<file path="config.mk">
export PLATFORM = sky130hd
export DESIGN_NAME = hazard_sequencer
export DESIGN_NICKNAME = d
export VERILOG_FILES = /design/src/rtl/hazard_sequencer.sv
export SDC_FILE = /design/constraint.sdc
export NUM_CORES = 1
export LEC_CHECK = 0
export BUFFER_PORTS_ARGS = -buffer_cell sky130_fd_sc_hd__buf_4
export CAP_MARGIN = 20
export CELL_PAD_IN_SITES_DETAIL_PLACEMENT = 0
export CELL_PAD_IN_SITES_GLOBAL_PLACEMENT = 1
export CORE_ASPECT_RATIO = 1.25
export CORE_MARGIN = 3
export CORE_UTILIZATION = 41
export CTS_BUF_LIST = sky130_fd_sc_hd__clkbuf_4 sky130_fd_sc_hd__clkbuf_8
export CTS_CLUSTER_SIZE = 14
export DETAILED_ROUTE_END_ITERATION = 8
export PLACE_DENSITY = 0.93
export SLEW_MARGIN = 20
export SYNTH_ARGS = -nofsm -noshare
export SYNTH_HDL_FRONTEND = slang
export SYNTH_SLANG_ARGS = --single-unit
</file>
<file path="constraint.sdc">
create_clock -name CLK -period 6.2 [get_ports CLK]
set_input_delay 1.86 -clock CLK [delete_from_list [all_inputs] [get_ports CLK]]
set_output_delay 1.86 -clock CLK [all_outputs]
set_load 0.02 [all_outputs]
</file>
<file path="src/rtl/hazard_sequencer.sv">
// hazard_sequencer
//   Central pipeline sequencer for the 5-stage core. Produces the PC enable
//   and the EN/flush pair for each pipe register (IF_ID, ID_EX, EX_MEM,
//   MEM_WB) from memory handshakes, load-use hazards, EX branch redirects
//   and halt. Owns the halt-drain FSM and a saturating stall-cycle counter.
//
// Ports
//   CLK, nRST                 clock, async active-low reset
//   ihit, dhit                I-fetch / D-access completes this cycle
//   mem_dREN, mem_dWEN        MEM-stage load / store in flight
//   mem_halt                  halt instruction sits in MEM
//   ex_dREN, ex_wsel          EX-stage load and its destination register
//   id_rs, id_rt              ID-stage source registers
//   ex_br_taken               EX redirects the PC
//   pc_EN                     PC update enable
//   *_EN / *_flush            per pipe register enable / clear
//   halt                      core halted (sticky until reset)
//   stall_cnt                 RUN cycles with pc_EN=0, saturating
module hazard_sequencer #(
  parameter int REG_W = 5,
  parameter int CNT_W = 32
) (
  input  logic             CLK,
  input  logic             nRST,
  input  logic             ihit,
  input  logic             dhit,
  input  logic             mem_dREN,
  input  logic             mem_dWEN,
  input  logic             mem_halt,
  input  logic             ex_dREN,
  input  logic [REG_W-1:0] ex_wsel,
  input  logic [REG_W-1:0] id_rs,
  input  logic [REG_W-1:0] id_rt,
  input  logic             ex_br_taken,
  output logic             pc_EN,
  output logic             ifid_EN,
  output logic             ifid_flush,
  output logic             idex_EN,
  output logic             idex_flush,
  output logic             exmem_EN,
  output logic             exmem_flush,
  output logic             memwb_EN,
  output logic             memwb_flush,
  output logic             halt,
  output logic [CNT_W-1:0] stall_cnt
);

  typedef enum logic [1:0] {
    S_RUN    = 2'd0,
    S_DRAIN  = 2'd1,
    S_HALTED = 2'd2
  } state_e;

  state_e           state_q, state_d;
  logic [CNT_W-1:0] cnt_q, cnt_d;

  logic dstall, loaduse;
  // Raw decode before the reset gate; the counter uses pc_raw.
  logic pc_raw, ifid_en_raw, ifid_fl_raw, idex_en_raw, idex_fl_raw;
  logic exmem_en_raw, exmem_fl_raw, memwb_en_raw, memwb_fl_raw;

  assign dstall  = (mem_dREN | mem_dWEN) & ~dhit;
  // r0 is hardwired zero, so a load targeting it never creates a hazard.
  assign loaduse = ex_dREN & (ex_wsel != '0) &
                   ((ex_wsel == id_rs) | (ex_wsel == id_rt));

  always_comb begin
    pc_raw       = 1'b0;
    ifid_en_raw  = 1'b0;
    ifid_fl_raw  = 1'b0;
    idex_en_raw  = 1'b0;
    idex_fl_raw  = 1'b0;
    exmem_en_raw = 1'b0;
    exmem_fl_raw = 1'b0;
    memwb_en_raw = 1'b0;
    memwb_fl_raw = 1'b0;
    unique case (state_q)
      S_RUN: begin
        if (dstall) begin
          // whole pipe frozen waiting on data memory
        end else if (ex_br_taken) begin
          // redirect wins over load-use and a missing fetch: both younger
          // instructions are wrong-path anyway
          pc_raw       = 1'b1;
          ifid_fl_raw  = 1'b1;
          idex_fl_raw  = 1'b1;
          exmem_en_raw = 1'b1;
          memwb_en_raw = 1'b1;
        end else if (loaduse) begin
          // hold IF/ID, inject a bubble into ID_EX
          idex_fl_raw  = 1'b1;
          exmem_en_raw = 1'b1;
          memwb_en_raw = 1'b1;
        end else if (!ihit) begin
          ifid_fl_raw  = 1'b1;
          idex_en_raw  = 1'b1;
          exmem_en_raw = 1'b1;
          memwb_en_raw = 1'b1;
        end else begin
          pc_raw       = 1'b1;
          ifid_en_raw  = 1'b1;
          idex_en_raw  = 1'b1;
          exmem_en_raw = 1'b1;
          memwb_en_raw = 1'b1;
        end
      end
      S_DRAIN: begin
        // let the halt retire into WB, squash everything behind it
        ifid_fl_raw  = 1'b1;
        idex_fl_raw  = 1'b1;
        exmem_fl_raw = 1'b1;
        memwb_en_raw = 1'b1;
      end
      default: ;
    endcase
  end

  // Outputs are forced low while reset is held.
  assign pc_EN       = nRST & pc_raw;
  assign ifid_EN     = nRST & ifid_en_raw;
  assign ifid_flush  = nRST & ifid_fl_raw;
  assign idex_EN     = nRST & idex_en_raw;
  assign idex_flush  = nRST & idex_fl_raw;
  assign exmem_EN    = nRST & exmem_en_raw;
  assign exmem_flush = nRST & exmem_fl_raw;
  assign memwb_EN    = nRST & memwb_en_raw;
  assign memwb_flush = nRST & memwb_fl_raw;
  assign halt        = (state_q == S_HALTED);
  assign stall_cnt   = cnt_q;

  always_comb begin
    state_d = state_q;
    unique case (state_q)
      S_RUN:    if (mem_halt && !dstall) state_d = S_DRAIN;
      S_DRAIN:  state_d = S_HALTED;
      default:  state_d = S_HALTED;
    endcase
  end

  always_comb begin
    cnt_d = cnt_q;
    if (state_q == S_RUN && !pc_raw && cnt_q != {CNT_W{1'b1}})
      cnt_d = cnt_q + 1'b1;
  end

  always_ff @(posedge CLK or negedge nRST) begin
    if (!nRST) begin
      state_q <= S_RUN;
      cnt_q   <= '0;
    end else begin
      state_q <= state_d;
      cnt_q   <= cnt_d;
    end
  end

endmodule

</file>
==> results of run 1 <==
worst max-delay path by stage:
stage          startpoint          to
2_1_floorplan  ex_wsel[1]  ifid_flush
3_3_place_gp   ex_wsel[1]     ifid_EN
3_5_place_dp   ex_wsel[1]     ifid_EN
4_1_cts        ex_wsel[1]     ifid_EN
5_1_grt        ex_wsel[1]     ifid_EN
6_report       ex_wsel[1]     ifid_EN
through the flow:
| step | total power, mW | util | cells | instance area (um^2) | setup slack (ns) |
|---|---|---|---|---|---|
| after CTS | 0.520 | 0.587 | 322 | 2500 | 0.873 |
| after detailed placement | 0.348 | 0.565 | 314 | 2410 | 0.883 |
| after global placement | 0.347 | 0.565 | 314 | 2410 | 0.917 |
| final | 0.516 | 0.587 | 322 | 2500 | 0.860 |
| after floorplan | 0.301 | - | 198 | 1890 | 1.04 |
| after global routing | 0.540 | 0.587 | 322 | 2500 | 0.686 |
area by class of cell:
cell class	instances	area, um^2	area share
clock buffer	7	90.1	0.0360
clock inverter	1	5.00	0.00200
inverter	3	11.3	0.00450
multi-input combinational	156	986	0.394
sequential	34	851	0.340
tap	56	70.1	0.0280
timing repair buffer	65	488	0.195
routing by layer:
layer,GRT usage,vias to the layer above
li1,-,813
met1,0.215,823
met2,0.334,51
met3,0.0438,6
met4,0.0488,0
met5,0,-
sequential cells by signal (all words and copies together) (netlist names):
signal / count
stall_cnt: 32
state_q: 2
worst max-delay path, stage by stage:
cell and delay [ns]:
buf_4 0.12, or4_1 0.51, o21ai_0 0.30, nand2b_1 0.19, nor2b_1 0.19, and3_1 0.17
buf_4 0.13
power by group through the flow:
stage,Clock (mW),Combinational (mW),Sequential (mW)
2_1_floorplan,0,0.0400,0.261
3_3_place_gp,0,0.0957,0.251
3_5_place_dp,0,0.0968,0.251
4_1_cts,0.176,0.0971,0.247
5_1_grt,0.188,0.104,0.248
6_report,0.173,0.0955,0.247
logic make-up (layout without fill, tap and decap cells):
logic type	Yosys count	count (layout)	synth area share
adder cells (fa/ha/maj)	1	1	0.00663
flip-flops	34	34	0.451
AO/OA/AOI/OAI	14	14	0.0558
other	1	1	0.00199
buffers and inverters	8	76	0.0259
AND/OR/NAND/NOR	99	99	0.267
XOR/XNOR	40	40	0.186
multiplexers	1	1	0.00597
placed cells by master (no fill, tap or decap), types with 3 or more instances in the layout:
master	netlist	layout
and3_1	6	6
buf_4	1	65
clkbuf_8	0	6
dfrtp_1	34	34
inv_1	3	3
nand2_1	24	24
nand3_1	15	15
nand4_1	13	13
nor2_1	14	14
nor2b_1	3	3
nor3_1	11	11
nor4_1	3	3
o21ai_0	4	4
xnor2_1	25	25
xor2_1	15	15
==> summary.txt, run 1 <==
Yosys
  • YS warnings: 0
  • Most numerous cell in the Yosys netlist: dfrtp_1
  • Syn nets: 223
  • Synth Flop Type: dfrtp_1
  • Most frequent cells after synthesis: dfrtp_1 (34), xnor2_1 (25), nand2_1 (24)
  • Most area-consuming cells after synthesis: dfrtp_1 (45%), xnor2_1 (12%), xor2_1 (7.0%)
  • Yosys top cell by area: dfrtp_1
  • Ys async rst share: 1.00
  • Sequential fraction of the synthesis area: 0.451
  • Yosys reg bits: 34
  • Syn Inst Count: 198
  • Mapped Area: 0.00189 mm^2
  • Top cell type's share of synthesized area: 0.451
  • EDFF count, synth: 0
  • Synthesized area per cell: 9.52 um^2
  • Cell variety after synth: 35

STA
  • Endpoints failing setup: 0
  • Hold Vio Cnt, Final: 0
  • Post-Route Setup TNS: 0 ns
  • Headroom to the max-slew limit: 0.518
  • Clk_skew: 0.00411 ns
  • Hold slack: 0.499 ns
  • RSZ-0062 raised after global routing: no
  • Max Clk Rate: 187 MHz
  • Final period util: 0.861
  • Crit path time final: 5.34 ns
  • Slew Viols, Final: 0
  • Worst Tran Pin Value: 0.721 ns

Worst hold path
  • Min-Delay Endpoint: stall_cnt[31]
  • Cells on Worst Hold Path: 1
  • Worst hold start: stall_cnt[31]
  • Worst hold path class: reg2reg

Clocking
  • Worst-Skew Late Latency: 0.28 ns
  • Hold buffers post-CTS: 0
  • Longest Clk Path Bufs: 2
  • CTS Sinks: 34
  • CTS tree: built
  • TritonCTS buffer count: 5
  • CTS resizes: 0
  • Clk slew on worst S/H paths: 0.07 ns
  • CTS root buffer: clkbuf_8
  • H-Tree Depth: 2
  • Post-CTS setup buffers: 0

Critical path
  • Startpoint Class: primary input
  • Reg2reg path depth: 6
  • WP data required: 4.34 ns
  • Critical path arrival: 3.48 ns
  • CP Capture Type: output pin
  • FF-to-FF Start: stall_cnt[6]
  • Crit Path Class: in2out
  • R2r setup slk: 3.69 ns
  • Crit Path Max Fanout: 3
  • Worst R2R End: stall_cnt[17]

Power
  • Comb pwr share: 0.185
  • Cell-internal power: 0.372 mW
  • Seq pwr share: 0.479
  • Worst IR drop on VDD: 0.000139 V
  • P_leak: 1.20 nW
  • Clk pwr share: 0.336
  • Power Dens Cells: 206 mW/mm^2
  • Psw: 0.144 mW
  • Switching portion of total power: 0.279

Drt
  • Final wirelength: 4640 um
  • Via density: 5.26
  • Post-route DRC: 0
  • Total length of routed met3 wires: 331 um
  • DRT Pass-1 Iters: 4
  • Post-DRT Antenna Nets: 0
  • Top Layer Used: met4
  • DR vias: 1693
  • WL met1: 1860 um
  • Initial drt markers: 35
  • Wirelength per Cell: 14.4 um
  • DR WL met2: 2410 um

Flow run
  • Max-cap violation count: 0

Cells and area
  • Antenna Cells: 0
  • Area grow syn2layout: 32.6%
  • Nets: 290
  • Fill cell count: 394
  • Share of layout cells above drive strength 1: 0.301

Global route
  • GRT Util Overall: 0.184
  • Vias in the first global route: 1703
  • Initial antenna violation count: 0
  • Largest net degree at the start of global routing: 35
  • Remaining Overflow, GRT: 0
  • Global-route wire length before repair: 7760 um

Place
  • Routability congestion estimate: 0.741
  • DPL Wire Length: 3490 um
  • PortBufs: 64

Floorplanning
  • Die height: 81.8 um
  • Die Wd: 66.7 um
  • Core area: 0.00426 mm^2
  • Starting Density: 0.442
  • I/O pin count: 66
  • Row cnt: 26
  • Die Area: 0.00545 mm^2

Outcome
  • Status: completed
Power figures use the tool's default switching activity.
==> run 2: changes to the inputs <==
Settings changed: BUFFER_PORTS_ARGS -buffer_cell sky130_fd_sc_hd__buf_4 to -buffer_cell sky130_fd_sc_hd__buf_2.
==> summary.txt, run 2 (synthesized netlist as in run 1, its figures left out) <==
STA
  • Crit path time final: 5.33 ns
  • Clk_skew: 0.00173 ns
  • Endpoints failing setup: 0
  • Hold Vio Cnt, Final: 0
  • Post-Route Setup TNS: 0 ns
  • Final WS setup: 0.870 ns
  • RSZ-0062 raised after global routing: no
  • Headroom to the max-slew limit: 0.546
  • Max Clk Rate: 188 MHz
  • Worst Tran Pin Value: 0.679 ns
  • Final period util: 0.860
  • Slew Viols, Final: 0

Clocking
  • CTS Sinks: 34
  • Worst-Skew Late Latency: 0.28 ns
  • H-Tree Depth: 2
  • CTS root buffer: clkbuf_8
  • Longest Clk Path Bufs: 2
  • Clk slew on worst S/H paths: 0.06 ns
  • TritonCTS buffer count: 5
  • Post-CTS setup buffers: 0
  • Hold buffers post-CTS: 0
  • CTS tree: built
  • CTS resizes: 0

Cells and area
  • Antenna Cells: 0
  • Nets: 290
  • Area grow syn2layout: 23.6%
  • Max reg flops: 32
  • Fin cells: 321
  • Share of layout cells above drive strength 1: 0.298
  • Most common cell after layout, fill and taps aside: buf_2
  • Most frequent cells in the layout: buf_2 (64), dfrtp_1 (34), xnor2_1 (25)

Place
  • Placed cell count: 314
  • Routability congestion estimate: 0.745
  • DPL Wire Length: 3350 um
  • Pre-CTS setup slack: 0.862 ns
  • PortBufs: 64

Global route
  • Largest net degree at the start of global routing: 35
  • Remaining Overflow, GRT: 0
  • GRT Util Overall: 0.182
  • Vias in the first global route: 1673
  • Initial antenna violation count: 0
  • Global-route wire length before repair: 7640 um

Critical path
  • CP Capture Type: output pin
  • FF-to-FF Start: stall_cnt[6]
  • WP data required: 4.34 ns
  • Delay of the slowest cell on the worst path: 0.51 ns
  • Crit path top cell by count: buf_2
  • Critical path's slowest cell: or4_1
  • Crit Path Max Fanout: 3
  • Critical path's top delay family: simple AND/OR/NAND/NOR gates
  • Setup crit start: ex_wsel[1]
  • Worst path bufs/invs: 2
  • Startpoint Class: primary input
  • Crit Path Class: in2out
  • Crit-path cells: buf_2 -> or4_1 -> o21ai_0 -> nand2b_1 -> nor2b_1 -> and3_1 -> buf_2
  • Critical path arrival: 3.47 ns

Floorplanning
  • Die Area: 0.00545 mm^2
  • Core area: 0.00426 mm^2
  • Die Wd: 66.7 um
  • I/O pin count: 66
  • Die height: 81.8 um
  • Row cnt: 26
  • Starting Density: 0.442

Worst hold path
  • Worst hold start: stall_cnt[31]
  • Worst hold path class: reg2reg

Power
  • Worst IR drop on VDD: 0.000136 V
  • P_leak: 1.18 nW
  • Power Dens Cells: 211 mW/mm^2

Drt
  • Initial drt markers: 40
  • Wirelength per Cell: 14.1 um
  • Via density: 5.28
  • Post-DRT Antenna Nets: 0
  • Final wirelength: 4520 um
  • DR vias: 1694
  • DRT Pass-1 Iters: 4
  • Post-route DRC: 0

Outcome
  • Status: completed

Flow run
  • Max-cap violation count: 0
==> run 2: cell types whose count changed in the layout (fill, tap and decap cells not counted) <==
cell	before	now
buf_2	0	64
buf_4	65	1
clkbuf_4	1	2
clkbuf_8	6	5
clkinv_2	1	0
==> run 2: through the flow <==
stage	hold slack (ns)	power [mW]	utilization	area [um^2]
after floorplan	0.517	0.301	-	1890
after CTS	0.503	0.499	0.547	2330
final	0.502	0.492	0.547	2330
after global placement	0.481	0.334	0.527	2250
after global routing	0.518	0.518	0.547	2330
after detailed placement	0.490	0.336	0.527	2250
==> run 2: power by group <==
part           switching (mW)  internal, mW
clock                  0.0754        0.0860
combinational          0.0499        0.0334
sequential             0.0139         0.233
==> run 2: final cells by class <==
| class | count | area [um^2] |
|---|---|---|
| flip-flops and latches | 34 | 851 |
| repair buffers | 65 | 328 |
| inverters | 3 | 11.3 |
| fillers | 420 | 1930 |
| multi-input cells | 156 | 986 |
| clock buffers | 7 | 83.8 |
| well taps | 56 | 70.1 |
==> run 2: routing by layer <==
| metal | up-vias | global-route usage | wire length (um) |
|---|---|---|---|
| li1 | 823 | - | - |
| met1 | 805 | 0.224 | 1850 |
| met2 | 60 | 0.312 | 2240 |
| met3 | 6 | 0.0383 | 368 |
| met4 | 0 | 0.0711 | 58 |
| met5 | - | 0 | 0 |
==> run 2: final timing paths <==
| check | to | slack (ns) | cells after the start |
|---|---|---|---|
| max reg2reg | stall_cnt[13] | 3.74 | 6 |
| max | ifid_EN | 0.87 | 7 |
| min | stall_cnt[31] | 0.50 | 1 |
| min in group asynchronous | stall_cnt[31] | 1.64 | 2 |
| min reg2reg | stall_cnt[31] | 0.50 | 1 |
| max in group asynchronous | stall_cnt[27] | 4.25 | 2 |
